File: config.mk
export PLATFORM = sky130hd
export DESIGN_NAME = and_or_pipe
export DESIGN_NICKNAME = d
export VERILOG_FILES = /design/src/rtl/and_or_pipe.sv
export SDC_FILE = /design/constraint.sdc
export NUM_CORES = 1
export LEC_CHECK = 0
export ABC_AREA = 1
export CAP_MARGIN = 20
export CORE_ASPECT_RATIO = 2
export CORE_MARGIN = 4
export CORE_UTILIZATION = 45
export CTS_CLUSTER_DIAMETER = 200
export DETAILED_ROUTE_END_ITERATION = 6
export GPL_TIMING_DRIVEN = 0
export PLACE_DENSITY_LB_ADDON = 0.05
export SETUP_SLACK_MARGIN = 0.05
export SLEW_MARGIN = 20
export SYNTH_ARGS = -nofsm -noshare
export SYNTH_HDL_FRONTEND = slang
export SYNTH_SLANG_ARGS = --single-unit
File: constraint.sdc
create_clock -name clk -period 2.2 [get_ports clk]
set_input_delay 0.22 -clock clk [delete_from_list [all_inputs] [get_ports clk]]
set_output_delay 0.22 -clock clk [all_outputs]
set_load 0.02 [all_outputs]
File: src/rtl/and_or_pipe.sv
// and_or_pipe: selectable AND/OR logic function feeding a valid/ready register pipeline with transfer counters
module and_or_pipe #(
    parameter int W = 8,
    parameter int STAGES = 2,
    parameter int CNT_W = 16
) (
    input  logic             clk,
    input  logic             rst,
    input  logic             in_valid,
    output logic             in_ready,
    input  logic [W-1:0]     a,
    input  logic [W-1:0]     b,
    input  logic [W-1:0]     c,
    input  logic [W-1:0]     d,
    input  logic [1:0]       mode,
    output logic             out_valid,
    input  logic             out_ready,
    output logic [W-1:0]     f,
    input  logic             clr,
    output logic [CNT_W-1:0] xfer_cnt,
    output logic [CNT_W-1:0] hit_cnt
);
    logic [W-1:0] fn;
    logic [STAGES-1:0] v, ld, nv;
    logic [W-1:0] dat [STAGES];
    logic [W-1:0] nd [STAGES];
    logic xfer;
    always_comb fn = mode == 2'd0 ? (a & b) | (c & d) :
                     mode == 2'd1 ? (a | b) & (c | d) :
                     mode == 2'd2 ? (a ^ b) | (c ^ d) : ~((a & b) | (c & d));
    always_comb begin
        nv = STAGES'({v, in_valid});
        nd[0] = fn;
        for (int k = 1; k < STAGES; k++)
            nd[k] = dat[k-1];
        for (int k = 0; k < STAGES; k++)
            ld[k] = out_ready | ~&(v | STAGES'((1 << k) - 1));
    end
    always_ff @(posedge clk or negedge rst)
        if (!rst) begin
            v <= '0;
            for (int k = 0; k < STAGES; k++)
                dat[k] <= '0;
        end else begin
            for (int k = 0; k < STAGES; k++)
                if (ld[k]) begin
                    v[k] <= nv[k];
                    if (nv[k])
                        dat[k] <= nd[k];
                end
        end
    assign xfer = v[STAGES-1] & out_ready;
    always_ff @(posedge clk or negedge rst)
        if (!rst) begin
            xfer_cnt <= '0;
            hit_cnt <= '0;
        end else if (clr) begin
            xfer_cnt <= '0;
            hit_cnt <= '0;
        end else if (xfer) begin
            if (xfer_cnt != '1)
                xfer_cnt <= xfer_cnt + CNT_W'(1);
            if (dat[STAGES-1] == '1 && hit_cnt != '1)
                hit_cnt <= hit_cnt + CNT_W'(1);
        end
    assign in_ready = ld[0];
    assign out_valid = v[STAGES-1];
    assign f = dat[STAGES-1];
endmodule

==> tab_implementation.tex <==
\begin{tabular}{lr}
\hline
Metric & Value \\
\hline
\multicolumn{2}{l}{\textbf{STA}} \\
Number of setup violations in the final report & 0 \\
Period utilisation layout & 81.0\% \\
Post-route worst hold slack & 0.483 ns \\
Relative slew slack & 57.6\% \\
Period minus WS final & 1.78 ns \\
Setup repair after global routing missed its margin & no \\
Actual transition at the worst max-transition pin & 0.635 ns \\
Fmax & between 500 and 600 MHz \\
Clock Skews & $\sim$0.0087 ns \\
Final Hold Fails & 0 \\
Final max-slew violation count & 0 \\
\multicolumn{2}{l}{\textbf{Routing}} \\
Via total after detailed routing & 3493 \\
Count of TritonRoute iterations in the first routing pass & 4 \\
Number of design rule violations left after detail routing & 0 \\
Via/cell ratio & just over 5 \\
1st-iter DRT viols & between 150 and 200 \\
Total wire length after detailed routing & 9040 um \\
Average wire per cell in the routed design & $\sim$13 um \\
Routed Antenna Nets & 0 \\
\multicolumn{2}{l}{\textbf{Place}} \\
Number of placed instances, taps included & 671 \\
Routability cong. & 0.871 \\
Count of buffers from port buffering & 80 \\
Half-perimeter wire length of the detailed placement result & 7230 um \\
\multicolumn{2}{l}{\textbf{Worst setup path}} \\
Critical-path top delay cell & sky130\_fd\_sc\_hd\_\_clkdlybuf4s50\_1 \\
Cells along the critical path & clkdlybuf4s50\_1 -> inv\_1 -> nand3\_1 -> clkdlybuf4s50\_1 \\
Kind of cell adding the most delay to the critical path & buffers and inverters \\
Maximum single-stage delay on the critical path & 0.63 ns \\
Worst EP required & 1.98 ns \\
Signal arrival time at the worst endpoint & 1.56 ns \\
Cell repeated most along the worst path & sky130\_fd\_sc\_hd\_\_clkdlybuf4s50\_1 \\
Element type at the critical path start & input port \\
Capturing element type of the critical path & output pin \\
Critical path buffers and inverters & 3 \\
Peak fanout along the critical path & 3 \\
Worst Setup Path Type & input port to output pin \\
\multicolumn{2}{l}{\textbf{Yosys}} \\
Most frequent cell after synthesis & sky130\_fd\_sc\_hd\_\_nand2\_1 \\
Sequential-to-total area share from yosys stat & between 30 and 40\% \\
Yosys warning count & 0 \\
Synthesized instance count & $\sim$500 \\
Syn nets & 568 \\
Post-Syn Area & between 0.003 and 0.004 mm2 \\
Number of enable flip-flop cells after synthesis & 0 \\
Most frequent cells after synthesis & sky130\_fd\_sc\_hd\_\_nand2\_1, sky130\_fd\_sc\_hd\_\_inv\_1, sky130\_fd\_sc\_hd\_\_nor2\_1 \\
Per-instance average area after synthesis & $\sim$7.4 um2 \\
Distinct cell type count of the synthesized netlist & 33 \\
Share of Yosys cell area claimed by the top area cell type & 34.3\% \\
Number of register bits inferred by synthesis & 50 \\
Main synth FF type & sky130\_fd\_sc\_hd\_\_dfrtp\_1 \\
Share of async-settable or async-resettable flops after synthesis & 100\% \\
Post-synth top area cell & sky130\_fd\_sc\_hd\_\_dfrtp\_1 \\
Largest cells by area after synthesis & sky130\_fd\_sc\_hd\_\_dfrtp\_1, sky130\_fd\_sc\_hd\_\_nand2\_1, sky130\_fd\_sc\_hd\_\_ha\_1 \\
\multicolumn{2}{l}{\textbf{Outcome}} \\
Result of the run & completed \\
\multicolumn{2}{l}{\textbf{Die}} \\
Initial standard-cell utilization of the core & 45.9\% \\
Width of the die & 71.6 um \\
Number of primary I/O pins & 81 \\
Vertical die dimension & 135 um \\
Site row count & 46 \\
Core area & 0.00794 mm2 \\
Die outline area & 0.00969 mm2 \\
\multicolumn{2}{l}{\textbf{Clock tree}} \\
Number of clock sinks seen by CTS & 50 \\
H-tree Lvls & 2 \\
Clock root cell & sky130\_fd\_sc\_hd\_\_clkbuf\_16 \\
Cts bufs inserted & 5 \\
Maximum count of clock buffers along a single path & 2 \\
Worst-path clk slew & 0.07 ns \\
Clk Latency, worst-skew pair & 0.29 ns \\
Setup repair bufs after CTS & 0 \\
CTS tree & built \\
\multicolumn{2}{l}{\textbf{Power}} \\
Highest ir drop seen on vdd & 0.332 mV \\
Static leakage power & 2.23 nW \\
Power per unit of standard cell area & 548 mW/mm2 \\
\multicolumn{2}{l}{\textbf{Cells and area}} \\
Fin nets & 656 \\
Filler Cell Count & 755 \\
Syn-to-layout area delta & 29.3\% \\
Post-layout instance count excluding filler cells & 678 \\
Antenna diode count & 0 \\
Fraction of layout instances using a drive strength above 1 & about 8.6\% \\
\multicolumn{2}{l}{\textbf{Global routing}} \\
Residual overflow from global routing & 0 \\
Antenna violations before repair & 0 \\
Maximum number of pins on one net before global-route repair & 51 \\
Global-route wire length before repair & 14800 um \\
Number of global-route vias before repair & 3346 \\
Total Routing Usage GR & 19.1\% \\
\multicolumn{2}{l}{\textbf{Worst hold path}} \\
Tightest Hold Check Type & input port to asynchronous set/reset pin \\
\multicolumn{2}{l}{\textbf{Flow run}} \\
Max capacitance violation total & 0 \\
\hline
\end{tabular}
[layout by cell type, fill, tap and decap left out, types with 9 or more instances in the layout]
master	synthesis	routed
sky130_fd_sc_hd__nor2_1	51	51
sky130_fd_sc_hd__o21ai_0	27	27
sky130_fd_sc_hd__nand2_1	136	136
sky130_fd_sc_hd__inv_1	63	63
sky130_fd_sc_hd__buf_4	8	9
sky130_fd_sc_hd__nand3_1	40	40
sky130_fd_sc_hd__clkdlybuf4s50_1	0	79
sky130_fd_sc_hd__dfrtp_1	50	50
sky130_fd_sc_hd__ha_1	34	34
sky130_fd_sc_hd__nand4_1	15	15
[path summary, 6_finish.rpt]
| path | endpoint | depth (start not counted) | start | slack (ns) |
|---|---|---|---|---|
| worst max-delay path | in_ready | 4 | out_ready | 0.42 |
| worst min-delay path | xfer_cnt[10]$_DFFE_PN0P_ | 2 | rst | 0.48 |
| worst max register to register | hit_cnt[13]$_DFFE_PN0P_ | 8 | hit_cnt[0]$_DFFE_PN0P_ | 0.44 |
| worst min register to register | dat[13]$_DFFE_PN0P_ | 2 | dat[13]$_DFFE_PN0P_ | 0.50 |
| max in group asynchronous | hit_cnt[6]$_DFFE_PN0P_ | 2 | rst | 1.27 |
| min in group clk | dat[13]$_DFFE_PN0P_ | 2 | dat[13]$_DFFE_PN0P_ | 0.50 |
[worst register-to-register path: stages, from the launching register on]
cell	delay, ns
sky130_fd_sc_hd__dfrtp_1	0.43
sky130_fd_sc_hd__ha_1	0.23
sky130_fd_sc_hd__nand2_1	0.15
sky130_fd_sc_hd__nor2_4	0.08
sky130_fd_sc_hd__nand4_1	0.11
sky130_fd_sc_hd__nand2_2	0.17
sky130_fd_sc_hd__nor2_2	0.36
sky130_fd_sc_hd__nand2_1	0.11
sky130_fd_sc_hd__nand2_1	0.07
[sequential cells by signal, indices dropped and copies added (netlist names)]
name	count
hit_cnt	16
xfer_cnt	16
dat	8
f	8
v	2
[repair_timing]
item	in CTS	in global routing
hold buffers	1	0
resized for setup	0	0
endpoints found under the hold margin	50	0
[final cells by class]
cell class              count  area (um2)  share of cell area (%)
multi-input cells         364        2030                    43.2
flip-flops and latches     50        1250                    26.6
repair buffers             81         808                    17.2
inverters                  65         244                    5.18
clock buffers               6         139                    2.95
well taps                  96         120                    2.55
plain buffers              16         115                    2.44
[power by group]
part | switching, mW | internal (mW) | leakage, nW
clock network | 0.315 | 0.440 | 0.0688
registers | 0.0841 | 1.02 | 0.656
logic | 0.349 | 0.372 | 1.51
[per-layer routing]
metal / routed length [um] / track usage (%) / vias up
met5: 0 / 0 / -
met4: 284 / 9.00 / 0
met3: 345 / 2.53 / 20
met2: 5070 / 37.0 / 93
met1: 3340 / 19.3 / 1613
li1: - / - / 1767
[metrics by stage]
stage	setup TNS, ns	setup slack (ns)	util (%)	power, mW	area (um2)
floorplan	0	0.595	-	1.51	3640
global placement	-30.74	-0.619	57.5	1.84	4560
detailed placement	0	0.194	57.4	1.85	4560
CTS	0	0.395	59.3	2.62	4710
global route	0	0.222	59.3	2.71	4710
finish	0	0.417	59.3	2.58	4710
[logic make-up after synthesis]
kind of cell | share of synthesized area (%)
adders and majority gates | 11.7
DFF | 34.3
buffers and inverters | 9.86
AOI/OAI and AO/OA | 8.24
xor gates and xnor gates | 1.68
muxes | 1.85
and+or+nand+nor | 32.3
Note: power is estimated with default switching activity, not from simulation.
